### config.mk
export PLATFORM = sky130hd
export DESIGN_NAME = acc_adapter_rsp
export DESIGN_NICKNAME = d
export VERILOG_FILES = /design/src/rtl/acc_pkg.sv /design/src/rtl/acc_rsp_fifo.sv /design/src/rtl/acc_adapter_rsp.sv
export SDC_FILE = /design/constraint.sdc
export NUM_CORES = 1
export LEC_CHECK = 0
export ABC_AREA = 1
export BUFFER_PORTS_ARGS = -buffer_cell sky130_fd_sc_hd__buf_4
export CELL_PAD_IN_SITES_DETAIL_PLACEMENT = 0
export CELL_PAD_IN_SITES_GLOBAL_PLACEMENT = 1
export CORE_ASPECT_RATIO = 0.7
export CORE_MARGIN = 2
export CORE_UTILIZATION = 40
export CTS_CLUSTER_DIAMETER = 40
export DETAILED_ROUTE_END_ITERATION = 7
export PLACE_DENSITY_LB_ADDON = 0.1
export SYNTH_ARGS = -nofsm -noshare
export SYNTH_HDL_FRONTEND = slang
export SYNTH_SLANG_ARGS = --single-unit
### constraint.sdc
create_clock -name clk_i -period 4.4 [get_ports clk_i]
set_clock_uncertainty 0.15 [all_clocks]
set_input_delay 0.22 -clock clk_i [delete_from_list [all_inputs] [get_ports clk_i]]
set_output_delay 0.22 -clock clk_i [all_outputs]
set_load 0.05 [all_outputs]
### src/rtl/acc_pkg.sv
// Shared types for the accelerator response adapter: the buffered response entry,
// the per-beat writeback view and the writeback FSM state encoding.
// Response fields are sized for the widest supported configuration (data up to
// 64 bits, ID up to 8 bits); narrower instances zero-extend on entry.
package acc_pkg;

    localparam int unsigned AccMaxDataWidth = 64;
    localparam int unsigned AccMaxIdWidth   = 8;

    typedef enum logic [1:0] {
        IDLE,
        WB0,
        WB1
    } acc_wb_state_e;

    typedef struct packed {
        logic [AccMaxIdWidth-1:0]   id;
        logic [4:0]                 rd;
        logic [AccMaxDataWidth-1:0] data0;
        logic [AccMaxDataWidth-1:0] data1;
        logic                       dualwb;
        logic                       error;
    } acc_rsp_t;

    typedef struct packed {
        logic [4:0]                 rd;
        logic [AccMaxDataWidth-1:0] data;
        logic                       error;
        logic                       last;
    } acc_beat_t;

    // First beat of a response; an errored response is always a single beat.
    function automatic acc_beat_t acc_first_beat(acc_rsp_t rsp, logic dual_en);
        acc_beat_t beat;
        beat.rd    = rsp.rd;
        beat.data  = rsp.data0;
        beat.error = rsp.error;
        beat.last  = !(dual_en && rsp.dualwb && !rsp.error);
        return beat;
    endfunction

    // Second beat of a dual response; rd wraps 31 -> 0 through 5-bit arithmetic.
    function automatic acc_beat_t acc_second_beat(acc_rsp_t rsp);
        acc_beat_t beat;
        beat.rd    = rsp.rd + 5'd1;
        beat.data  = rsp.data1;
        beat.error = 1'b0;
        beat.last  = 1'b1;
        return beat;
    endfunction

endpackage

### src/rtl/acc_rsp_fifo.sv
// In-order response buffer with registered full flag and no fall-through.
// Exposes the head entry and the one behind it so the consumer can preload the
// next head in the same cycle it pops. The user never pushes when full nor pops
// when empty.
module acc_rsp_fifo #(
    parameter type         T     = logic,
    parameter int unsigned Depth = 2
) (
    input  logic                       clk_i,
    input  logic                       rst_i,
    input  logic                       push_i,
    input  T                           data_i,
    input  logic                       pop_i,
    output T                           head_o,
    output T                           second_o,
    output logic [$clog2(Depth+1)-1:0] count_o,
    output logic                       full_o
);

    localparam int unsigned PtrW = (Depth > 1) ? $clog2(Depth) : 1;
    localparam int unsigned CntW = $clog2(Depth + 1);

    T                  mem_q [Depth];
    logic [PtrW-1:0]   wr_ptr_q;
    logic [PtrW-1:0]   rd_ptr_q;
    logic [CntW-1:0]   count_q;
    logic [CntW-1:0]   count_d;
    logic              full_q;

    function automatic logic [PtrW-1:0] ptr_inc(input logic [PtrW-1:0] ptr);
        return (ptr == PtrW'(Depth - 1)) ? '0 : ptr + 1'b1;
    endfunction

    // Occupancy after this edge; push and pop together leave it unchanged.
    always_comb begin
        count_d = count_q + CntW'(push_i) - CntW'(pop_i);
    end

    // Entry storage, written only on push; contents are don't-care when unoccupied.
    always_ff @(posedge clk_i) begin
        if (push_i) begin
            mem_q[wr_ptr_q] <= data_i;
        end
    end

    // Pointers, count and full flag with synchronous reset.
    always_ff @(posedge clk_i) begin
        if (rst_i) begin
            wr_ptr_q <= '0;
            rd_ptr_q <= '0;
            count_q  <= '0;
            full_q   <= 1'b0;
        end else begin
            if (push_i) begin
                wr_ptr_q <= ptr_inc(wr_ptr_q);
            end
            if (pop_i) begin
                rd_ptr_q <= ptr_inc(rd_ptr_q);
            end
            count_q <= count_d;
            full_q  <= (count_d == CntW'(Depth));
        end
    end

    assign head_o   = mem_q[rd_ptr_q];
    assign second_o = mem_q[ptr_inc(rd_ptr_q)];
    assign count_o  = count_q;
    assign full_o   = full_q;

endmodule

### src/rtl/acc_adapter_rsp.sv
// Accelerator response adapter: buffers interconnect responses in arrival order and
// replays each as one or two register-writeback beats toward the core.
// Build option: define ACC_ADAPTER_DUALWB_EN to enable two-register writeback;
// without it p_dualwb_i/p_data1_i are ignored and every response is a single beat.
// DataWidth must not exceed 64 and IdWidth must not exceed 8.
module acc_adapter_rsp
    import acc_pkg::*;
#(
    parameter int unsigned DataWidth = 32,
    parameter int unsigned IdWidth   = 1,
    parameter int unsigned FifoDepth = 2
) (
    input  logic                 clk_i,
    input  logic                 rst_i,
    input  logic                 p_valid_i,
    output logic                 p_ready_o,
    input  logic [IdWidth-1:0]   p_id_i,
    input  logic [4:0]           p_rd_i,
    input  logic [DataWidth-1:0] p_data0_i,
    input  logic [DataWidth-1:0] p_data1_i,
    input  logic                 p_dualwb_i,
    input  logic                 p_error_i,
    output logic                 wb_valid_o,
    input  logic                 wb_ready_i,
    output logic [4:0]           wb_rd_o,
    output logic [DataWidth-1:0] wb_data_o,
    output logic                 wb_error_o,
    output logic                 wb_last_o
);

    localparam int unsigned CntW = $clog2(FifoDepth + 1);

`ifdef ACC_ADAPTER_DUALWB_EN
    localparam logic DualEn = 1'b1;
`else
    localparam logic DualEn = 1'b0;
`endif

    acc_rsp_t        push_rsp;
    acc_rsp_t        head;
    acc_rsp_t        second;
    acc_rsp_t        nxt;
    acc_beat_t       refill_beat;
    logic [CntW-1:0] count;
    logic [CntW-1:0] count_after;
    logic            full;
    logic            push;
    logic            pop;
    logic            avail_after;

    acc_wb_state_e   state_q;
    acc_beat_t       beat_q;
    logic            valid_q;

    assign p_ready_o = !full;
    assign push      = p_valid_i && !full;
    // An entry stays buffered until its last beat is taken.
    assign pop       = valid_q && wb_ready_i && beat_q.last;

    // Widen the incoming response into a buffer entry.
    always_comb begin
        push_rsp       = '0;
        push_rsp.id    = AccMaxIdWidth'(p_id_i);
        push_rsp.rd    = p_rd_i;
        push_rsp.data0 = AccMaxDataWidth'(p_data0_i);
        push_rsp.error = p_error_i;
`ifdef ACC_ADAPTER_DUALWB_EN
        push_rsp.data1  = AccMaxDataWidth'(p_data1_i);
        push_rsp.dualwb = p_dualwb_i;
`endif
    end

`ifndef ACC_ADAPTER_DUALWB_EN
    logic unused_dual_in;
    assign unused_dual_in = ^{p_data1_i, p_dualwb_i};
`endif

    acc_rsp_fifo #(
        .T     (acc_rsp_t),
        .Depth (FifoDepth)
    ) u_fifo (
        .clk_i    (clk_i),
        .rst_i    (rst_i),
        .push_i   (push),
        .data_i   (push_rsp),
        .pop_i    (pop),
        .head_o   (head),
        .second_o (second),
        .count_o  (count),
        .full_o   (full)
    );

    // Entry that will sit at the FIFO head after this edge; lets the FSM load the
    // next beat without an idle bubble and gives 1-cycle push-to-valid latency.
    always_comb begin
        count_after = count - CntW'(pop) + CntW'(push);
        avail_after = (count_after != '0);
        if (pop) begin
            nxt = (count > CntW'(1)) ? second : push_rsp;
        end else begin
            nxt = (count != '0) ? head : push_rsp;
        end
        refill_beat = acc_first_beat(nxt, DualEn);
    end

    // Writeback FSM with registered beat outputs; outputs only move when idle or
    // when the current beat is taken, so they hold under backpressure.
    always_ff @(posedge clk_i) begin
        if (rst_i) begin
            state_q <= IDLE;
            valid_q <= 1'b0;
            beat_q  <= '0;
        end else begin
            unique case (state_q)
                IDLE: begin
                    if (avail_after) begin
                        state_q <= WB0;
                        valid_q <= 1'b1;
                        beat_q  <= refill_beat;
                    end
                end
                WB0: begin
                    if (wb_ready_i) begin
                        if (!beat_q.last) begin
`ifdef ACC_ADAPTER_DUALWB_EN
                            state_q <= WB1;
                            beat_q  <= acc_second_beat(head);
`endif
                        end else if (avail_after) begin
                            beat_q <= refill_beat;
                        end else begin
                            state_q <= IDLE;
                            valid_q <= 1'b0;
                            beat_q  <= '0;
                        end
                    end
                end
`ifdef ACC_ADAPTER_DUALWB_EN
                WB1: begin
                    if (wb_ready_i) begin
                        if (avail_after) begin
                            state_q <= WB0;
                            beat_q  <= refill_beat;
                        end else begin
                            state_q <= IDLE;
                            valid_q <= 1'b0;
                            beat_q  <= '0;
                        end
                    end
                end
`endif
                default: begin
                    state_q <= IDLE;
                    valid_q <= 1'b0;
                    beat_q  <= '0;
                end
            endcase
        end
    end

    assign wb_valid_o = valid_q;
    assign wb_rd_o    = beat_q.rd;
    assign wb_data_o  = beat_q.data[DataWidth-1:0];
    assign wb_error_o = beat_q.error;
    assign wb_last_o  = beat_q.last;

    // ID is debug-only and upper data bits are padding in narrow builds.
    logic unused_fields;
    assign unused_fields = ^{head, second, beat_q.data};

endmodule

After elaboration in Yosys (flattened, before gate mapping)
Memory sizes are Yosys's and may differ from the RTL's. A register that Yosys moved wholly into a read port is not among the register bits.
Index checks and enable logic that the tools add are counted.
{"block": "op_classes", "reduce_logical": 10, "addsub": 6, "multipliers": 0, "shift": 0, "n_eq_ne": 6, "magnitude_cmp": 1, "div": 0, "bitwise_logic": 0, "mux": 24}
{"cell": "$mux 135", "count": 3}
{"cell": "$mux 71", "count": 4}
{"cell": "$pmux 71 s2", "count": 1}
{"cell": "$mux 1", "count": 10}
{"cell": "$mux 2", "count": 4}
{"cell": "$ne 2x2->1 const B", "count": 4}
{"cell": "$add 2x1->2", "count": 2}
{"cell": "$pmux 2 s2", "count": 1}
{"cell": "$reduce_and 4->1", "count": 1}
{"cell": "$reduce_bool 2->1", "count": 2}
{"cell": "$sub 2x1->2", "count": 2}
{"cell": "$logic_and 1x1->1", "count": 3}
{"cell": "$reduce_and 3->1", "count": 1}
{"cell": "$add 1x1->1 const B", "count": 2}
{"cell": "$eq 2x1->1 const B", "count": 1}
{"cell": "$eq 2x2->1 const B", "count": 1}
{"cell": "$gt 2x1->1 const B", "count": 1}
{"cell": "$logic_not 2->1", "count": 1}
{"cell": "$pmux 1 s2", "count": 1}
{"cell": "$reduce_and 2->1", "count": 1}
{"cell": "$logic_not 1->1", "count": 1}
{"block": "totals", "romBits": 0, "memories": 1, "ram_bits": 78, "latchBits": 0, "word_cells": 58, "reg_bits": 47, "output_inout_bits": 41}
{"memory": "u_fifo.mem_q", "depth": 2, "width": 39, "rd": 2, "rd_ports_with_merged_regs": 1, "write_ports": 1, "line_no": "acc_rsp_fifo.sv:23", "source": "T mem_q [Depth];"}

Logic depth before layout (Yosys ltp)
Gate-level depths: netlist (run 1).
{"block": "depth", "depth_word": 9, "ltp_mapped": 16, "ltp_nobuf": 12}

By module
Synthesis (run 1) repeated with hierarchy kept, for this count alone.
{"block": "hier_totals", "cells_unflattened": 1583, "hier_area_um2": 15531.1}
{"mod": "acc_rsp_fifo", "cells_each": 1098, "area_per_inst_um2": 12366.9, "instances": 1}
{"mod": "acc_adapter_rsp", "cells_each": 485, "area_per_inst_um2": 3164.3, "instances": 1}

Least setup slack after synthesis (run 1)
No wires, ideal clock.
{"block": "synth_timing", "path_kind": "register to register", "startpoint": "register u_fifo.full_q, in the netlist u_fifo.full_o", "endpoint": "memory u_fifo.mem_q[1][0] in the netlist's numbering, enable pin", "arrival_ns": 2.412, "stages_incl_launch_ff": 4, "path_slack_ns": 1.403, "t_required_ns": 3.815, "n_path_buf": 0, "cell_sequence": "dfxtp_1 inv_1 nand2_1 nor2_1"}
{"block": "synth_via", "elab_chain_cells": 4}
{"element": "start, declared", "line_no": "acc_rsp_fifo.sv:28", "source": "logic full_q;"}
{"element": "start signal, assigned", "line_no": "acc_rsp_fifo.sv:61", "source": "full_q <= (count_d == CntW'(Depth));"}
{"element": "$logic_not 1->1"}
{"element": "named net p_ready_o", "line_no": "acc_adapter_rsp.sv:16", "source": "output logic p_ready_o,"}
{"element": "$logic_and 1x1->1", "line_no": "acc_adapter_rsp.sv:56", "source": "assign push = p_valid_i && !full;"}
{"element": "$mux 1", "line_no": "acc_rsp_fifo.sv:41", "source": "if (push_i) begin"}
{"element": "$mux 1 (implied by the code)", "line_no": "acc_rsp_fifo.sv:42", "source": "mem_q[wr_ptr_q] <= data_i;"}
{"element": "end, declared", "line_no": "acc_rsp_fifo.sv:23"}
The timed path passes the listed nets, and every way through them passes these cells.

Final worst setup path (run 1)
{"block": "layout_timing", "startpoint": "input port wb_ready_i", "endpoint": "register beat_q, in the netlist wb_data_o[9]"}
{"block": "layout_via", "elab_chain_cells": 9}
{"element": "start, declared", "line_no": "acc_adapter_rsp.sv:24", "source": "input logic wb_ready_i,"}
{"element": "$logic_and 1x1->1 * (2 in a row)", "line_no": "acc_adapter_rsp.sv:58", "source": "assign pop = valid_q && wb_ready_i && beat_q.last;"}
{"element": "$sub 2x1->2 *", "line_no": "acc_adapter_rsp.sv:96", "source": "count_after = count - CntW'(pop) + CntW'(push);"}
{"element": "$add 2x1->2 *", "line_no": "acc_adapter_rsp.sv:96"}
{"element": "named net count_after[0]", "line_no": "acc_adapter_rsp.sv:45", "source": "logic [CntW-1:0] count_after;"}
{"element": "$reduce_bool 2->1 *", "line_no": "acc_adapter_rsp.sv:97", "source": "avail_after = (count_after != '0);"}
{"element": "$mux 71", "line_no": "acc_adapter_rsp.sv:129", "source": "end else if (avail_after) begin"}
{"element": "$mux 71", "line_no": "acc_adapter_rsp.sv:124", "source": "if (!beat_q.last) begin"}
{"element": "$mux 71", "line_no": "acc_adapter_rsp.sv:123", "source": "if (wb_ready_i) begin"}
{"element": "$pmux 71 s2", "line_no": "acc_adapter_rsp.sv:114", "source": "unique case (state_q)"}
{"element": "end signal, assigned", "line_no": "acc_adapter_rsp.sv:119", "source": "beat_q <= refill_beat;"}
{"element": "end signal, assigned", "line_no": "acc_adapter_rsp.sv:130", "source": "beat_q <= refill_beat;"}
{"element": "end, declared", "line_no": "acc_adapter_rsp.sv:52", "source": "acc_beat_t beat_q;"}
Mark *: on every way through the listed nets, which the timed path passes. The rest lies on a longest branch. The select of a mux whose other input is x is not followed.
A chain may end at the register's enable or synchronous reset.

==> results of run 1 <==
## worst max-delay path, cell delays in order
cell and delay, ns:
dlygate4sd3_1 0.53, buf_4 0.15, nand3_4 0.08, inv_2 0.04, ha_1 0.26, inv_1 0.04, ha_1 0.28, inv_1 0.09
nand3_2 0.12, nand2_1 0.08, nand2_1 0.59, buf_4 0.45, nand2_1 0.08, a21oi_1 0.07
## layout by cell type, fill, tap and decap left out
cell,synthesis,final
nand2_2,1,3
nand3_1,115,115
nor3_1,2,2
dlygate4sd3_1,0,40
a21oi_1,22,22
nand3_4,0,1
inv_1,79,79
o211ai_1,58,58
nor2_4,0,2
nor2_1,5,3
bufinv_16,0,5
nand2_1,296,294
dfxtp_1,46,43
clkinv_2,0,1
dfxtp_2,0,3
clkinv_4,0,2
clkbuf_16,0,17
and2_1,1,1
clkinv_1,0,4
buf_4,5,96
o21ai_1,2,2
inv_2,2,2
clkbuf_1,23,1
nand3_2,2,1
a21oi_2,20,20
ha_1,2,2
edfxtp_1,76,76
o21ai_0,18,18
clkinvlp_4,0,2
## final cells by class
class                      instances  area [um2]  share of cell area [%]
clock buffer                      18         429                    5.28
inverter                          81         304                    3.74
clock inverter                    14         203                    2.49
timing repair buffer             136        1120                    13.8
sequential                       122        3210                    39.4
tap                              200         250                    3.08
multi-input combinational        544        2620                    32.2
## per-layer routing
metal | routed length [um] | share of wire [%] | up-vias | GRT usage [%]
li1 | - | - | 2870 | -
met1 | 8500 | 46 | 2738 | 29.6
met2 | 8580 | 47 | 194 | 36.7
met5 | 0 | 0 | - | 0
met4 | 226 | 1.2 | 0 | 8.39
met3 | 1140 | 6.2 | 23 | 5.28
## power by group
part           switching (W)  internal [W]  total, W
registers           0.000150       0.00146   0.00161
clock network       0.000521      0.000995   0.00152
logic                0.00180      0.000769   0.00257
total                0.00247       0.00322   0.00570
## registers in the layout, summed over array words and instances, names as in the netlist, named ones only
signal           flops
u_fifo.wr_ptr_q      1
wb_data_o           32
wb_valid_o           1
wb_error_o           1
u_fifo.full_o        1
wb_rd_o              5
wb_last_o            1
u_fifo.count_o       2
u_fifo.mem_q        76
u_fifo.rd_ptr_q      1
## metrics by stage
step                      total power (W)  utilization [%]
after floorplan                   0.00361                -
after global placement            0.00414             45.4
after detailed placement          0.00418             45.4
after CTS                         0.00574             52.0
after global routing              0.00607             52.0
final                             0.00570             52.0
## final timing paths
| check | endpoint | cells past startpoint | start | slack [ns] |
|---|---|---|---|---|
| setup reg to reg | wb_data_o[9]$_SDFFE_PP0P_ | 12 | wb_last_o$_SDFFE_PP0P_ | 1.49 |
| hold / removal | u_fifo.wr_ptr_q$_SDFFE_PP0P_ | 5 | p_valid_i | 0.18 |
| setup / recovery | wb_data_o[9]$_SDFFE_PP0P_ | 14 | wb_ready_i | 1.42 |
| hold reg to reg | u_fifo.wr_ptr_q$_SDFFE_PP0P_ | 2 | u_fifo.wr_ptr_q$_SDFFE_PP0P_ | 0.39 |
## kinds of logic after synthesis
logic type	count (synthesis)	share of synthesized area, %
compound gates	120	12.7
fa+ha+maj	2	0.388
buf+inv	142	10.1
flops	122	49.7
simple gates	422	27.1
==> impl_metrics.py, run 1 <==
metrics = {
    "drt": {
        "drc_errors": 0,
        "ant_nets": 0,
        "via_count": 5825,
        "drtPass1Iterations": 5,
        "drtIter0Drc": 377,
        "viasPerCell": 5.22,
        "avgRoutedWirePerCell_um": 16.5,
        "wirelength_um": 18400,
    },
    "placed_design": {
        "dp.final_hpwl_um": 10300,
        "place_congestion": 0.761,
        "dp.cells": 1043,
        "place_ws_ns": 1.49,
        "dpl_cell_area_um2": 7100,
        "numPortBuffers": 82,
    },
    "timing": {
        "holdWs_ns": 0.178,
        "fin_crit_sh_pct": 67.8,
        "hold_violations": 0,
        "max_freq_mhz": 335,
        "period_needed_ns": 2.98,
        "finalSetupViolations": 0,
        "slew_viol_final": 0,
        "tightest_slew_ns": 1.13,
        "slew_headroom_pct": 24.1,
        "rsz0062_at_grt": "no",
        "setup_tns_ns": 0,
        "setup_ws_ns": 1.42,
    },
    "cells_and_area": {
        "syn_to_final_growth_pct": 26.1,
        "final_layout_size_suffix_gt1_share_pct": 16.9,
        "fillers": 1464,
        "nNetsFinal": 980,
        "fin_cells": 1115,
        "final_area_um2": 8140,
        "diodes": 0,
    },
    "synth": {
        "synthTopCellsByArea": "edfxtp_1 (35%), nand2_1 (17%), dfxtp_1 (14%)",
        "avgSynthCellArea_um2": 7.98,
        "synth_top_area_share_pct": 35.4,
        "synth_edf_count": 76,
        "netlist-cell-type-count": 22,
        "synth_area_um2": 6450,
        "ys_async_sr_fraction_pct": 0,
        "ys_seq_elements": 122,
        "synth_commonest_cells": "nand2_1 (296), nand3_1 (115), inv_1 (79), edfxtp_1 (76), o211ai_1 (58)",
        "syn_inst": 808,
        "synth_ff_type": "edfxtp_1",
        "yosysWarnings": 0,
        "ys_seq_area_share_pct": 49.7,
        "syn_nets": 886,
        "yosysMostFrequentCell": "nand2_1",
        "synth.largest_area_cell": "edfxtp_1",
    },
    "power": {
        "peakVddDrop_v": 0.000698,
        "power_density_nw_per_um2": 700,
        "total_leakage_power_nw": 3.48,
    },
    "worst_setup_path": {
        "arrival_ns": 3.10,
        "path_max_fanout": 21,
        "critical_path_required_ns": 4.51,
        "endpoint_kind": "flop",
        "crit_type": "primary input to flop",
        "start_kind": "primary input",
    },
    "job": {
        "maxCapViolations": 0,
    },
    "global_routing": {
        "grt_overflow_total": 0,
        "grt_start_max_net_pins": 81,
        "grt_pass1_vias": 5603,
        "grt_pass1_wl_um": 29200,
        "antenna_found_initial": 0,
        "grt_usage_pct": 22.6,
    },
    "die": {
        "row_count": 38,
        "die_h_um": 110,
        "start_util_pct": 41.2,
        "core_um2": 15600,
        "die_w_um": 156,
        "num_io_pins": 117,
        "dieArea_um2": 17200,
    },
    "clocking": {
        "path_clk_slew_ns": 0.06,
        "cts_hold_buf": 40,
        "cts_resized": 0,
        "numCtsBuffers": 17,
        "htreeDepth": 4,
        "cts.sinks": 122,
        "cts-root-buf": "clkbuf_16",
        "worstSkewPairLatency_ns": 0.43,
        "clock_path_buffers": 2,
        "post_cts_buffers": 0,
        "cts_tree": "done",
    },
    "worst_hold_path": {
        "min_path_type": "primary input to flop",
    },
    "status": {
        "status": "finished, final reports clean",
    },
}
(Power assumes the default switching activity.)
==> inputs of run 2 (changes only) <==
--- a/config.mk
+++ b/config.mk
@@ -5,7 +5,7 @@
 export SDC_FILE = /design/constraint.sdc
 export NUM_CORES = 1
 export LEC_CHECK = 0
-export ABC_AREA = 1
+export ABC_AREA = 0
 export BUFFER_PORTS_ARGS = -buffer_cell sky130_fd_sc_hd__buf_4
 export CELL_PAD_IN_SITES_DETAIL_PLACEMENT = 0
 export CELL_PAD_IN_SITES_GLOBAL_PLACEMENT = 1
==> constraint.sdc (replaced) <==
create_clock -name clk_i -period 3 [get_ports clk_i]
set_clock_uncertainty 0.15 [all_clocks]
set_input_delay 0.15 -clock clk_i [delete_from_list [all_inputs] [get_ports clk_i]]
set_output_delay 0.15 -clock clk_i [all_outputs]
set_load 0.05 [all_outputs]
==> run 2 against run 1 <==
Effect of this change: routed wire length shrank 22%; design area shrank 7.4%; first-iteration DRC count shrank 28%; global-route usage shrank 3.4 points; largest power group unchanged; highest routed layer unchanged.
==> impl_metrics.py, run 2 <==
metrics = {
    "synth": {
        "ys_seq_area_share_pct": 55.9,
        "ys_async_sr_fraction_pct": 0,
        "synth_ff_type": "edfxtp_1",
        "yosysWarnings": 0,
        "synth.largest_area_cell": "edfxtp_1",
        "yosysMostFrequentCell": "mux2i_1",
        "ys_seq_elements": 122,
        "synth_commonest_cells": "mux2i_1 (114), edfxtp_1 (76), dfxtp_1 (46), nand2_1 (39), nand3_1 (39)",
        "netlist-cell-type-count": 27,
        "synth_top_area_share_pct": 39.8,
        "syn_nets": 536,
        "synth_area_um2": 5730,
        "synth_edf_count": 76,
        "syn_inst": 458,
        "synthTopCellsByArea": "edfxtp_1 (40%), mux2i_1 (20%), dfxtp_1 (16%)",
        "avgSynthCellArea_um2": 12.5,
    },
    "worst_setup_path": {
        "crit_type": "primary input to flop",
        "r2r_start": "wb_last_o$_SDFFE_PP0P_",
        "critical_path_required_ns": 3.13,
        "cp_slowest_stage_delay_ns": 0.53,
        "arrival_ns": 2.64,
        "cp-startpoint": "wb_ready_i",
        "crit_family": "buffers and inverters",
        "path_max_fanout": 27,
        "worstPathCellList": "dlygate4sd3_1, buf_4, nand3_2, inv_2, ha_1, inv_1, ha_1, xnor3_2, nand2b_4, nand3b_4, buf_4, o21ai_0",
        "endpoint_kind": "flop",
        "crit_slowest_cell": "dlygate4sd3_1",
        "start_kind": "primary input",
        "crit_buf_inv": 5,
    },
    "clocking": {
        "cts.sinks": 122,
        "worstSkewPairLatency_ns": 0.41,
        "cts-root-buf": "clkbuf_16",
        "htreeDepth": 4,
        "clock_path_buffers": 2,
        "cts_tree": "done",
        "cts_resized": 0,
        "path_clk_slew_ns": 0.05,
        "cts_hold_buf": 40,
        "numCtsBuffers": 17,
        "post_cts_buffers": 0,
    },
    "timing": {
        "hold_violations": 0,
        "fin_crit_sh_pct": 83.7,
        "tightest_slew_ns": 1.10,
        "slew_viol_final": 0,
        "period_needed_ns": 2.51,
        "slew_headroom_pct": 26.2,
        "rsz0062_at_grt": "no",
        "max_freq_mhz": 398,
        "finalSetupViolations": 0,
        "setup_tns_ns": 0,
    },
    "global_routing": {
        "grt_usage_pct": 19.2,
        "grt_pass1_vias": 4126,
        "grt_start_max_net_pins": 41,
        "grt_pass1_wl_um": 22500,
        "antenna_found_initial": 0,
        "grt_overflow_total": 0,
    },
    "drt": {
        "wirelength_um": 14500,
        "drtPass1Iterations": 4,
        "viasPerCell": 5.33,
        "drc_errors": 0,
        "drtIter0Drc": 270,
        "via_count": 4134,
        "ant_nets": 0,
        "avgRoutedWirePerCell_um": 18.7,
    },
    "cells_and_area": {
        "largest_reg_flops": 76,
        "syn_to_final_growth_pct": 31.3,
        "diodes": 0,
        "layout_common_cells": "mux2i_1 (114), buf_4 (89), edfxtp_1 (76), dfxtp_1 (43), dlygate4sd3_1 (40)",
        "top_register": "u_fifo.mem_q",
        "nNetsFinal": 650,
        "final_layout_size_suffix_gt1_share_pct": 26.2,
        "fillers": 1194,
        "mostFrequentLayoutCell": "mux2i_1",
        "final_area_um2": 7530,
    },
    "die": {
        "start_util_pct": 41.1,
        "dieArea_um2": 15300,
        "die_h_um": 104,
        "num_io_pins": 117,
        "row_count": 36,
        "core_um2": 14000,
        "die_w_um": 147,
    },
    "placed_design": {
        "dp.final_hpwl_um": 7950,
        "place_congestion": 0.683,
        "dpl_cell_area_um2": 6540,
        "numPortBuffers": 82,
    },
    "power": {
        "peakVddDrop_v": 0.000415,
        "total_leakage_power_nw": 2.63,
        "power_density_nw_per_um2": 959,
        "p_total_w": 0.00722,
    },
    "worst_hold_path": {
        "hp-start": "p_valid_i",
        "min_path_type": "primary input to flop",
    },
    "job": {
        "maxCapViolations": 0,
    },
    "status": {
        "status": "finished, final reports clean",
    },
}
## run 2: worst paths after layout
check,endpoint,slack [ns],cells after the start
max,wb_data_o[19]$_SDFFE_PP0P_,0.49,12
min,u_fifo.wr_ptr_q$_SDFFE_PP0P_,0.09,4
max reg2reg,wb_data_o[19]$_SDFFE_PP0P_,0.53,10
min reg2reg,wb_rd_o[4]$_SDFFE_PP0P_,0.30,2
## run 2: through the flow
stage	hold WS (ns)	util [%]	cells	worst slack [ns]
after floorplan	0.0989	-	458	0.144
after global placement	0.198	46.8	703	0.563
after global routing	0.118	53.9	775	0.295
after CTS	0.0828	53.9	775	0.454
final	0.0934	53.9	775	0.490
after detailed placement	0.199	46.8	703	0.491
## run 2: cell families after synthesis
group / synth area share [%]
multiplexers: 19.9
AO/OA/AOI/OAI: 11.1
AND/OR/NAND/NOR: 7.61
adder cells (fa/ha/maj): 0.436
buffers and inverters: 4.39
XOR/XNOR: 0.720
flip-flops: 55.9
## run 2: worst reg2reg max path, stage by stage, from the launching register on
cell      delay (ns)
dfxtp_1         0.35
nand3_2         0.10
inv_2           0.04
ha_1            0.26
inv_1           0.04
ha_1            0.17
xnor3_2         0.31
nand2b_4        0.09
nand3b_4        0.20
buf_4           0.44
o21ai_0         0.19
## run 2: final cells by class
class                   count  area (um2)  share of cell area (%)
inverters                   6        22.5                   0.299
multi-input cells         292        2320                    30.8
well taps                 190         238                    3.16
flip-flops and latches    122        3210                    42.6
clock buffers              22         474                    6.30
repair buffers            133        1150                    15.3
clock inverters            10         121                    1.61
## run 2: power by group
part / total, W / switching [W] / internal [W]
Clock: 0.00207 / 0.000714 / 0.00136
Combinational: 0.00279 / 0.00183 / 0.000962
Sequential: 0.00236 / 0.000201 / 0.00216
Total: 0.00722 / 0.00275 / 0.00447
## run 2: per-layer routing
layer / up-vias / track usage [%] / wire length (um)
met2: 110 / 30.0 / 6810
li1: 1989 / - / -
met4: 0 / 6.18 / 139
met1: 2020 / 26.6 / 6730
met3: 15 / 4.21 / 793
met5: - / 0 / 0
==> inputs of run 3 (changes only) <==
--- a/config.mk
+++ b/config.mk
@@ -5,13 +5,13 @@
 export SDC_FILE = /design/constraint.sdc
 export NUM_CORES = 1
 export LEC_CHECK = 0
-export ABC_AREA = 0
+export ABC_AREA = 1
 export BUFFER_PORTS_ARGS = -buffer_cell sky130_fd_sc_hd__buf_4
 export CELL_PAD_IN_SITES_DETAIL_PLACEMENT = 0
 export CELL_PAD_IN_SITES_GLOBAL_PLACEMENT = 1
 export CORE_ASPECT_RATIO = 0.7
 export CORE_MARGIN = 2
-export CORE_UTILIZATION = 40
+export CORE_UTILIZATION = 37
 export CTS_CLUSTER_DIAMETER = 40
 export DETAILED_ROUTE_END_ITERATION = 7
 export PLACE_DENSITY_LB_ADDON = 0.1
==> constraint.sdc (replaced) <==
create_clock -name clk_i -period 2 [get_ports clk_i]
set_clock_uncertainty 0.15 [all_clocks]
set_input_delay 0.1 -clock clk_i [delete_from_list [all_inputs] [get_ports clk_i]]
set_output_delay 0.1 -clock clk_i [all_outputs]
set_load 0.05 [all_outputs]
==> run 3 against run 2 <==
Effect of this change: first-iteration DRC count is 73% higher; clock-buffer cell count is 1 higher; design area is 20% higher; clock power is 40% higher; non-clock buffer count is 35 higher; sequential cell count stayed put; global-route usage is 2.4 points higher; highest routed layer unchanged.
==> impl_metrics.py, run 3 (synthesis results as in run 1) <==
metrics = {
    "drt": {
        "avgRoutedWirePerCell_um": 17.4,
        "viasPerCell": 5.17,
        "via_count": 6096,
        "drc_errors": 0,
        "wirelength_um": 20500,
        "drtIter0Drc": 467,
        "drtPass1Iterations": 5,
        "ant_nets": 0,
    },
    "clocking": {
        "cts_tree": "done",
        "clock_path_buffers": 2,
        "htreeDepth": 4,
        "cts.sinks": 122,
        "numCtsBuffers": 17,
        "cts-root-buf": "clkbuf_16",
        "path_clk_slew_ns": 0.05,
        "worstSkewPairLatency_ns": 0.42,
    },
    "timing": {
        "fin_crit_sh_pct": 99.9,
        "finalSetupViolations": 0,
        "slew_viol_final": 0,
        "max_freq_mhz": 500,
        "tightest_slew_ns": 0.577,
        "holdWs_ns": 0.213,
        "rsz0062_at_grt": "yes",
        "setup_ws_ns": 0.00153,
        "slew_headroom_pct": 61.5,
        "period_needed_ns": 2.00,
        "setup_tns_ns": 0,
        "hold_violations": 0,
    },
    "global_routing": {
        "antenna_found_initial": 0,
        "grt_pass1_vias": 5960,
        "grt_overflow_total": 0,
        "grt_pass1_wl_um": 30900,
        "grt_usage_pct": 21.5,
        "grt_start_max_net_pins": 47,
    },
    "worst_setup_path": {
        "critical_path_required_ns": 2.20,
        "crit_type": "flop to flop",
        "endpoint_kind": "flop",
        "start_kind": "flop",
        "cp-startpoint": "wb_last_o$_SDFFE_PP0P_",
        "r2r_start": "wb_last_o$_SDFFE_PP0P_",
        "cp_slowest_stage_delay_ns": 0.35,
        "crit_slowest_cell": "dfxtp_4",
        "regToRegSetupSlack_ns": 0.002,
        "r2r_end": "wb_data_o[9]$_SDFFE_PP0P_",
        "rr_worst_depth": 12,
        "crit_path_end": "wb_data_o[9]$_SDFFE_PP0P_",
        "path_max_fanout": 7,
        "worstPathCellList": "nand3_4, inv_4, ha_4, inv_2, ha_4, inv_2, nand3_4, nand2_4, nand2_8, clkbuf_16, nand2_4, a21oi_2",
        "arrival_ns": 2.20,
    },
    "power": {
        "peakVddDrop_v": 0.000708,
        "power_density_nw_per_um2": 1610,
        "total_leakage_power_nw": 3.89,
        "p_total_w": 0.0146,
    },
    "cells_and_area": {
        "syn_to_final_growth_pct": 40.6,
        "mostFrequentLayoutCell": "nand2_1",
        "layout_common_cells": "nand2_1 (255), buf_4 (107), inv_1 (77), nand3_1 (77), edfxtp_1 (76)",
        "largest_reg_flops": 76,
        "final_area_um2": 9070,
        "diodes": 0,
        "nNetsFinal": 1012,
        "final_layout_size_suffix_gt1_share_pct": 30.3,
        "top_register": "u_fifo.mem_q",
    },
    "die": {
        "row_count": 40,
        "die_w_um": 162,
        "start_util_pct": 37.7,
        "dieArea_um2": 18500,
        "core_um2": 17100,
        "die_h_um": 114,
        "num_io_pins": 117,
    },
    "job": {
        "maxCapViolations": 0,
    },
    "worst_hold_path": {
        "hp-start": "wb_ready_i",
        "min_path_type": "primary input to flop",
    },
    "placed_design": {
        "dpl_cell_area_um2": 7650,
        "dp.final_hpwl_um": 11500,
        "numPortBuffers": 82,
        "place_congestion": 0.747,
        "place_ws_ns": -0.0559,
    },
    "status": {
        "status": "finished, final reports clean",
    },
}
==> run 3: changes by cell type in the layout (fill, tap and decap cells not counted), moves of 37 or more <==
cell      previous run  this run
nand2_1             39       255
a21oi_2              0        37
o211ai_1             0        58
mux2i_1            114         0
nand3_2              1        38
o221ai_1            38         0
inv_1                4        77
nand3_1             38        77
==> run 3: layer usage <==
metal	vias up	GRT usage [%]	share of wire [%]
li1	2951	-	-
met1	2961	28.5	48
met2	167	36.1	46
met3	17	3.80	4.5
met4	0	7.02	1.0
met5	-	0	0
==> run 3: per-stage QoR <==
stage / utilization, % / instances
6_report: 53.0 / 1178
5_1_grt: 53.0 / 1178
4_1_cts: 50.9 / 1171
3_5_place_dp: 44.7 / 1093
3_3_place_gp: 44.7 / 1093
2_1_floorplan: - / 808
==> run 3: worst min-delay path by stage <==
stage	slack, ns	endpoint	cells past startpoint
CTS	0.16	flop	4
finish	0.21	flop	4
global route	0.24	flop	4
floorplan	0.009	wb_last_o$_SDFFE_PP0P_	1
global placement	0.15	u_fifo.mem_q[1][34]$_DFFE_PP_	1
detailed placement	0.15	u_fifo.mem_q[1][24]$_DFFE_PP_	1
==> run 3: layout make-up <==
type	instances	area, um2
fillers	1596	8050
flip-flops and latches	122	3210
multi-input cells	544	3100
repair buffers	168	1610
clock buffers	23	478
inverters	81	307
well taps	231	289
clock inverters	9	71.3
==> run 3: worst max-delay path: cells and delay by family, from the launching register on <==
kind / cells / cell delay (ns)
adders and majority gates: 2 / 0.51
and+or+nand+nor: 5 / 0.49
DFF: 1 / 0.35
buffers and inverters: 4 / 0.31
AOI/OAI and AO/OA: 1 / 0.12
==> run 3: timing repair <==
action                     CTS  global route
hold endpoints to repair    99             0
pin swaps                    5            29
hold buffers                41             0
gates cloned                 1             9
buffers inserted             4             1
setup endpoints to repair   37            38
gates resized for setup      6            54
==> run 3: where the power goes <==
part	total, W	switching, W	internal [W]	leakage [nW]
Sequential	0.00351	0.000283	0.00322	1.09
Clock	0.00289	0.00110	0.00179	0.274
Combinational	0.00817	0.00510	0.00307	2.52
